--- src/rtl/kds_controller.sv ---
// -----------------------------------------------------------------------------
// kds_controller
//
// Sequencer for the kernel data store (KDS: NB_BLOCKS blocks x 3 FIFOs of
// depth FIFO_DEPTH). A command started from IDLE either loads one full KDS
// image from the input stream and then rotates all FIFOs for a commanded
// number of cycles, or drains the FIFOs for FIFO_DEPTH cycles.
//
// Ports:
//   clk, arst_n_in         : clock, asynchronous active-low reset
//   start, readout         : command pulse (sampled in IDLE) and mode
//                            (0 = load+cycle, 1 = drain)
//   nb_cycles              : rotation count, latched when a load command starts
//   in_v1..in_v3, in_valid : input kernel word lanes and valid
//   in_ready               : high while loading
//   v_1..v_3               : KDS data lanes (pass-through of the input in LOAD)
//   LE_select              : one-hot block write select
//   cycle_enable           : KDS rotate/read enable
//   only_readout           : KDS write inhibit (drain)
//   busy, done             : status, done is a one-cycle completion pulse
//   abort                  : present only when KDS_CTRL_ABORT_EN is defined
//
// Optional feature macro: KDS_CTRL_ABORT_EN (adds the abort input).
// -----------------------------------------------------------------------------
`timescale 1ns/1ps

module kds_controller #(
  parameter int IO_DATA_WIDTH   = 16,
  parameter int NB_BLOCKS       = 12,
  parameter int FIFO_DEPTH      = 8,
  parameter int CYCLE_CNT_WIDTH = 16
) (
  input  logic                       clk,
  input  logic                       arst_n_in,
  input  logic                       start,
  input  logic                       readout,
  input  logic [CYCLE_CNT_WIDTH-1:0] nb_cycles,
  input  logic [IO_DATA_WIDTH-1:0]   in_v1,
  input  logic [IO_DATA_WIDTH-1:0]   in_v2,
  input  logic [IO_DATA_WIDTH-1:0]   in_v3,
  input  logic                       in_valid,
`ifdef KDS_CTRL_ABORT_EN
  input  logic                       abort,
`endif
  output logic                       in_ready,
  output logic [IO_DATA_WIDTH-1:0]   v_1,
  output logic [IO_DATA_WIDTH-1:0]   v_2,
  output logic [IO_DATA_WIDTH-1:0]   v_3,
  output logic [NB_BLOCKS-1:0]       LE_select,
  output logic                       cycle_enable,
  output logic                       only_readout,
  output logic                       busy,
  output logic                       done
);

  localparam int BLK_W  = (NB_BLOCKS  > 1) ? $clog2(NB_BLOCKS)  : 1;
  localparam int WORD_W = (FIFO_DEPTH > 1) ? $clog2(FIFO_DEPTH) : 1;

  localparam logic [BLK_W-1:0]           BLK_LAST  = BLK_W'(NB_BLOCKS - 1);
  localparam logic [WORD_W-1:0]          WORD_LAST = WORD_W'(FIFO_DEPTH - 1);
  localparam logic [CYCLE_CNT_WIDTH-1:0] CYC_ONE   = CYCLE_CNT_WIDTH'(1'b1);
  localparam logic [NB_BLOCKS-1:0]       LE_ONE    = NB_BLOCKS'(1'b1);

  typedef enum logic [2:0] {
    ST_IDLE  = 3'd0,
    ST_LOAD  = 3'd1,
    ST_CYCLE = 3'd2,
    ST_DRAIN = 3'd3,
    ST_DONE  = 3'd4
  } state_e;

  state_e                     state_q,        state_d;
  logic [BLK_W-1:0]           blk_cnt_q,      blk_cnt_d;
  logic [WORD_W-1:0]          word_cnt_q,     word_cnt_d;
  logic [CYCLE_CNT_WIDTH-1:0] cyc_cnt_q,      cyc_cnt_d;
  logic [CYCLE_CNT_WIDTH-1:0] nb_q,           nb_d;
  logic                       cycle_enable_q, cycle_enable_d;
  logic                       only_readout_q, only_readout_d;
  logic                       busy_q,         busy_d;
  logic                       done_q,         done_d;

  // Next-state, counter and registered-output computation.
  always_comb begin
    state_d    = state_q;
    blk_cnt_d  = blk_cnt_q;
    word_cnt_d = word_cnt_q;
    cyc_cnt_d  = cyc_cnt_q;
    nb_d       = nb_q;

    case (state_q)
      ST_IDLE: begin
        if (start) begin
          if (readout) begin
            state_d    = ST_DRAIN;
            word_cnt_d = {WORD_W{1'b0}};
          end else begin
            state_d    = ST_LOAD;
            blk_cnt_d  = {BLK_W{1'b0}};
            word_cnt_d = {WORD_W{1'b0}};
            nb_d       = nb_cycles;
          end
        end else begin
          state_d = ST_IDLE;
        end
      end

      ST_LOAD: begin
        // in_ready is constantly high here, so in_valid alone marks a beat.
        if (in_valid) begin
          if (word_cnt_q == WORD_LAST) begin
            word_cnt_d = {WORD_W{1'b0}};
            if (blk_cnt_q == BLK_LAST) begin
              blk_cnt_d = {BLK_W{1'b0}};
              if (nb_q != {CYCLE_CNT_WIDTH{1'b0}}) begin
                state_d   = ST_CYCLE;
                cyc_cnt_d = {CYCLE_CNT_WIDTH{1'b0}};
              end else begin
                state_d = ST_DONE;
              end
            end else begin
              blk_cnt_d = blk_cnt_q + BLK_W'(1'b1);
            end
          end else begin
            word_cnt_d = word_cnt_q + WORD_W'(1'b1);
          end
        end else begin
          state_d = ST_LOAD;
        end
      end

      ST_CYCLE: begin
        // nb_q is nonzero here; comparing against nb_q-1 avoids any wrap
        // even for the all-ones count.
        if (cyc_cnt_q == (nb_q - CYC_ONE)) begin
          state_d = ST_DONE;
        end else begin
          cyc_cnt_d = cyc_cnt_q + CYC_ONE;
        end
      end

      ST_DRAIN: begin
        if (word_cnt_q == WORD_LAST) begin
          state_d    = ST_DONE;
          word_cnt_d = {WORD_W{1'b0}};
        end else begin
          word_cnt_d = word_cnt_q + WORD_W'(1'b1);
        end
      end

      ST_DONE: begin
        state_d = ST_IDLE;
      end

      default: begin
        state_d = ST_IDLE;
      end
    endcase

`ifdef KDS_CTRL_ABORT_EN
    // Abort overrides every transition computed above.
    if (abort) begin
      state_d    = ST_IDLE;
      blk_cnt_d  = {BLK_W{1'b0}};
      word_cnt_d = {WORD_W{1'b0}};
      cyc_cnt_d  = {CYCLE_CNT_WIDTH{1'b0}};
    end else begin
      state_d = state_d;
    end
`endif

    // Status outputs are decoded from the next state so they are registered
    // yet line up with the state they describe.
    cycle_enable_d = (state_d == ST_CYCLE) || (state_d == ST_DRAIN);
    only_readout_d = (state_d == ST_DRAIN);
    busy_d         = (state_d != ST_IDLE);
    done_d         = (state_d == ST_DONE);
  end

  // Zero-latency load path: lanes and block select follow the input while loading.
  always_comb begin
    in_ready  = 1'b0;
    LE_select = {NB_BLOCKS{1'b0}};
    v_1       = {IO_DATA_WIDTH{1'b0}};
    v_2       = {IO_DATA_WIDTH{1'b0}};
    v_3       = {IO_DATA_WIDTH{1'b0}};
    if (state_q == ST_LOAD) begin
      in_ready = 1'b1;
      v_1      = in_v1;
      v_2      = in_v2;
      v_3      = in_v3;
      if (in_valid) begin
        LE_select = LE_ONE << blk_cnt_q;
      end else begin
        LE_select = {NB_BLOCKS{1'b0}};
      end
    end else begin
      in_ready = 1'b0;
    end
  end

  // FSM state, counters and registered status outputs.
  always_ff @(posedge clk or negedge arst_n_in) begin
    if (!arst_n_in) begin
      state_q        <= ST_IDLE;
      blk_cnt_q      <= {BLK_W{1'b0}};
      word_cnt_q     <= {WORD_W{1'b0}};
      cyc_cnt_q      <= {CYCLE_CNT_WIDTH{1'b0}};
      nb_q           <= {CYCLE_CNT_WIDTH{1'b0}};
      cycle_enable_q <= 1'b0;
      only_readout_q <= 1'b0;
      busy_q         <= 1'b0;
      done_q         <= 1'b0;
    end else begin
      state_q        <= state_d;
      blk_cnt_q      <= blk_cnt_d;
      word_cnt_q     <= word_cnt_d;
      cyc_cnt_q      <= cyc_cnt_d;
      nb_q           <= nb_d;
      cycle_enable_q <= cycle_enable_d;
      only_readout_q <= only_readout_d;
      busy_q         <= busy_d;
      done_q         <= done_d;
    end
  end

  assign cycle_enable = cycle_enable_q;
  assign only_readout = only_readout_q;
  assign busy         = busy_q;
  assign done         = done_q;

endmodule
--- config.mk ---
export PLATFORM = sky130hd
export DESIGN_NAME = kds_controller
export DESIGN_NICKNAME = d
export VERILOG_FILES = /design/src/rtl/kds_controller.sv
export SDC_FILE = /design/constraint.sdc
export NUM_CORES = 1
export LEC_CHECK = 0
export ABC_CLOCK_PERIOD_IN_PS = 3200
export CELL_PAD_IN_SITES_DETAIL_PLACEMENT = 1
export CELL_PAD_IN_SITES_GLOBAL_PLACEMENT = 1
export CORE_MARGIN = 2
export CORE_UTILIZATION = 28
export CTS_BUF_LIST = sky130_fd_sc_hd__clkbuf_16
export DETAILED_ROUTE_END_ITERATION = 7
export GPL_ROUTABILITY_DRIVEN = 1
export GPL_TIMING_DRIVEN = 0
export PLACE_DENSITY_LB_ADDON = 0.08
export SLEW_MARGIN = 20
export SYNTH_ARGS = -nofsm -noshare
export SYNTH_HDL_FRONTEND = slang
export SYNTH_SLANG_ARGS = --single-unit
--- constraint.sdc ---
create_clock -name clk -period 3.2 [get_ports clk]
set_clock_uncertainty 0.15 [all_clocks]
set_input_delay 0.48 -clock clk [delete_from_list [all_inputs] [get_ports clk]]
set_output_delay 0.48 -clock clk [all_outputs]
set_load 0.03 [all_outputs]
* Word level (Yosys, flattened, before mapping)
Index checks and enable logic that the tools add are counted.
** Storage, ports and cells
- Flip-flop bits (word level) :: 46
- Latch bits :: 0
- Bits in writable memories :: 0
- Memory bits (read-only) :: 0
- Output and inout bits :: 65
- Memories :: 0
** Operators by class
- Add/subtract/negate cells :: 4
- $mul :: 0
- Div/mod/pow operators :: 0
- Order comparisons :: 0
- Eq/ne operators :: 16
- Shifts and indexed selects :: 1
- Mux-type cells :: 31
- Bitwise operators :: 1
- Reduce and logical (&&, ||, !) cells :: 11
** Operators with widths (number)
- 2-to-1 mux 16 bit :: 8
- one-hot mux 16 bit (2 select lines) :: 1
- 2-to-1 mux 3 bit :: 10
- 2-to-1 mux 12 bit :: 2
- 2-to-1 mux 4 bit :: 5
- adder 16 x 1 -> 16 bit (second input constant) :: 1
- == test 16 bit :: 1
- nonzero test 16 bit :: 1
- subtractor 16 x 1 -> 16 bit (second input constant) :: 1
- inequality test 2 bit (second input constant) :: 7
- == test 3 x 2 -> 1 bit (second input constant) :: 4
- one-hot mux 3 bit (4 select lines) :: 1
- << shifter 1 x 4 -> 12 bit (first input constant) :: 1
- one-hot mux 3 bit (3 select lines) :: 1
- one-hot mux 4 bit (2 select lines) :: 1
- == test 3 bit (second input constant) :: 2
- AND reduction 3 bit :: 2
- AND reduction 6 bit :: 1
- nonzero test 3 bit :: 2
- AND reduction 5 bit :: 1
- adder 4 x 1 -> 4 bit (second input constant) :: 1
- == test 4 bit (second input constant) :: 1
- nonzero test 2 bit :: 2
- adder 3 x 1 -> 3 bit (second input constant) :: 1
- 6 further kinds :: 6

* Longest topological paths before layout
- Depth in word-level cells :: 8
- Mapped depth :: 13

* Worst setup path before layout
Ideal clock, no wire load.
- Kind :: register -> register
- From :: reg nb_q[4]
- To :: reg cycle_enable_q, in the netlist cycle_enable
- Setup time :: 0.131 ns
- Arrival :: 2.955 ns
- Data required time :: 2.919 ns
- Slack :: -0.036 ns
- Cell stages (with the launch flop) :: 10
- Period minus slack after synthesis :: 3.236 ns
- Path through :: dfrtp_1 > clkbuf_1 > or4_1 > nor3_1 > mux2_2 > o211ai_1 > nand2_1 > or4_4 > and2_4 > or3_1
** Between the ends
- Longest elaborated chain between the ends :: 8
- Elaborated cells on any way between the ends :: 12
** RTL lines
- from (decl) :: line 76 : logic [CYCLE_CNT_WIDTH-1:0] nb_q, nb_d;
- from (signal assigned) :: line 208 : nb_q <= {CYCLE_CNT_WIDTH{1'b0}};
- from (signal assigned) :: line 218 : nb_q <= nb_d;
- parallel branches: the longest is 5 deep, another holds subtractor 16 x 1 -> 16 bit
- one-hot mux 3 bit (4 select lines) (*) :: line 90 : case (state_q)
- == test 3 x 2 -> 1 bit :: line 173 : cycle_enable_d = (state_d == ST_CYCLE) || (state_d == ST_DRAIN);
- logical OR 1 bit (*) :: line 173
- via cycle_enable_d :: line 77 : logic cycle_enable_q, cycle_enable_d;
- to (signal assigned) :: line 219 : cycle_enable_q <= cycle_enable_d;
- to (decl) :: line 77
Mark *: on every way through the listed nets, which the timed path passes.
A chain may end at the register's enable or synchronous reset.

* Worst setup path in the final report
- From :: reg nb_q[0]
- To :: reg cycle_enable_q, in the netlist cycle_enable
The elaborated chain is that of the path after synthesis.

==> results <==
routing by layer:
layer	global-route usage (%)	up-vias	part of all wire (%)	wire [um]
met5	0	-	0	0
met4	3.37	0	0.91	99
met3	4.10	8	5.4	595
met2	30.9	88	50	5490
met1	22.6	1612	43	4750
li1	-	1608	-	-
how the worst max path moves through the flow:
stage | slack, ns | depth (start not counted) | to | startpoint
after detailed placement | -0.44 | 12 | cyc_cnt_q[6] | nb_q[0]
after floorplan | 0.009 | 9 | cycle_enable | nb_q[4]
after global placement | -0.54 | 5 | nb_q[13] | start
final | -0.02 | 9 | cycle_enable | nb_q[0]
after CTS | -0.04 | 9 | cycle_enable | nb_q[0]
after global routing | -0.09 | 9 | cycle_enable | nb_q[0]
cell usage after synthesis, drive strengths merged (4+ instances only):
master / instances / share of area [%]
and2: 59 / 12
dfrtp: 46 / 36
o21ai: 23 / 3.6
nand2: 19 / 2.2
mux2: 16 / 5.6
a21oi: 15 / 2.3
clkbuf: 15 / 1.7
or3: 15 / 2.9
nand3: 12 / 1.9
nor3: 12 / 1.9
and3: 11 / 2.1
nor2: 11 / 1.3
ha: 10 / 3.9
inv: 10 / 1.2
xnor2: 9 / 2.4
xor2: 9 / 2.4
nor4: 7 / 1.6
nand4: 6 / 1.2
or4: 6 / 1.6
nand2b: 5 / 0.97
nor3b: 4 / 0.93
o31ai: 4 / 0.93
layout make-up:
| type | count | area (um2) |
|---|---|---|
| fill | 1308 | 6060 |
| multi-input combinational | 288 | 2070 |
| timing repair buffer | 155 | 1580 |
| sequential | 46 | 1150 |
| tap | 143 | 179 |
| clock buffer | 5 | 125 |
| buffer | 14 | 66.3 |
| clock inverter | 3 | 45.0 |
| inverter | 10 | 41.3 |
worst max-delay path: cells and delay by family (launching register included):
family | cells | cell delay, ns
DFF | 1 | 0.40
and+or+nand+nor | 6 | 1.89
buffers and inverters | 1 | 0.13
AOI/OAI and AO/OA | 1 | 0.21
muxes | 1 | 0.31
through the flow:
stage	cells	utilization (%)	hold WS [ns]
finish	664	46.4	0.0199
global route	664	46.4	0.0592
floorplan	361	-	0.0344
global placement	637	41.9	0.338
CTS	661	45.0	0.0356
detailed placement	639	42.1	0.346
kinds of logic after synthesis:
group                      Yosys count  synth area share (%)
and+or+nand+nor                    181                  33.6
muxes                               16                  5.59
adders and majority gates           10                  3.88
xor gates and xnor gates            19                  5.59
AOI/OAI and AO/OA                   62                  12.4
DFF                                 46                  35.7
buffers and inverters               27                  3.22
registers in the layout, summed over array words and instances (netlist names):
register,flops
cycle_enable,1
blk_cnt_q,4
state_q,3
only_readout,1
busy,1
cyc_cnt_q,16
done,1
word_cnt_q,3
nb_q,16
report_power, final:
group	total [mW]	internal (mW)	switching (mW)	leakage [nW]
Sequential	1.07	0.785	0.288	0.557
Clock	0.604	0.369	0.235	0.0760
Combinational	2.74	1.23	1.51	2.00
Total	4.41	2.38	2.03	2.63
timing repair:
item	in CTS	in global routing
hold buffers	0	0
resized for setup	41	46
setup buffers	18	3
endpoints found under the hold margin	0	0
pin swaps	10	5
endpoints found under the setup margin	69	59
==> qor.csv <==
metric,value,unit
FF-to-FF Start,nb_q[0],
post-synthesis sequential area ratio,35.7,%
deepest clock path buffer count,2,
DIE HEIGHT,111,um
Crit Path Class,flip-flop to flip-flop,
CTS tree,done,
unrepaired setup endpoints after global routing,yes,
Routed wire per std cell,16.5,um
Least-Margin Pin Slew,0.591,ns
Vias/cell,4.99,
number of global-route vias before repair,3550,
crit path time final,3.22,ns
largest net degree at the start of global routing,26,
hold crit path type,input pin to async pin,
Syn-to-layout area delta,63.1,%
initial antenna violation count,0,
clock root cell,clkbuf_16,
CP max stage cell,or4_4,
library cells used by synthesis,49,
share of cells above drive strength 1,15.7,%
failing checks,negative setup slack,
#FFs+latches synth,46,
placed cell areas,0.00477,mm2
Post-Synthesis Cells,361,
Worst setup EP type,flip-flop,
# clock sinks,46,
LEAKAGE,2.63,nW
most frequent cells in the layout,"clkdlybuf4s50_1 (75), and2_1 (58), dfrtp_1 (43), dlymetal6s2s_1 (38), o21ai_0 (22)",
final-stage net count,599,
Top-Level Pins,134,
Total Wirelength,10.9,mm
Async SR Flop Fraction,100,%
crit path DAT,3.23,ns
Slew headroom,60.6,%
Synth Flop Type,dfrtp_1,
reg-to-reg endpoint,cycle_enable,
Final TNS setup,-0.0184,ns
CP Max Fanout,4,
core area,0.0113,mm2
FMAX,0.311,GHz
Site Rows,39,
Synthesized Nets,440,
Finished Cell Area,0.00526,mm2
Detail Placement HPWL,8.58,mm
"most common cell after layout, fill and taps aside",clkdlybuf4s50_1,
fin crit share,101,%
Final WS setup,-0.0184,ns
PortBufs,133,
synth warn,0,
pre-CTS setup slack,-0.437,ns
Die Area,0.0124,mm2
worst path cell trace,buf_6 -> or4_4 -> nor3_4 -> mux2_4 -> o211ai_1 -> nand2_1 -> or4_4 -> and2_4 -> or3_4,
Final GP Congestion,0.765,
CTS H-tree lvls,2,
Worst Setup Start Kind,flip-flop,
Mean Syn Cell Area,8.93,um2
total gr overflow,0,
post-route ant nets,0,
Critical Path Max Stage Delay,0.56,ns
Final Setup Violations,1,
number of enable flip-flop cells after synthesis,0,
critical path's most frequent cell,or4_4,
Global Route Usage Sum,17.7,%
CTS Buf Count,5,
Pwr per Cell Area,839,mW/mm2
maximum vdd drop,0.355,mV
diode count,0,
"CTS clk-pin slew, worst paths",0.07,ns
DRC viols,0,
Worst-Skew Late Latency,0.29,ns
reg2reg setup slack,-0.02,ns
FF-to-FF path depth,9,
count of endpoints failing hold in the final timing report,0,
Required @ worst endpoint,3.21,ns
outcome,"finished, violations left",
DRT iter0 DRCs,120,
vias,3316,
die span in x,111,um
"Slew Viols, Final",0,
starting density of the core,28.5,%
first-pass GRT wire length,18.0,mm
TritonRoute pass-1 iters,4,
max-cap viol count,0,
total power,4.41,mW
post-synthesis cell area,0.00322,mm2
Power figures use the tool's default switching activity.
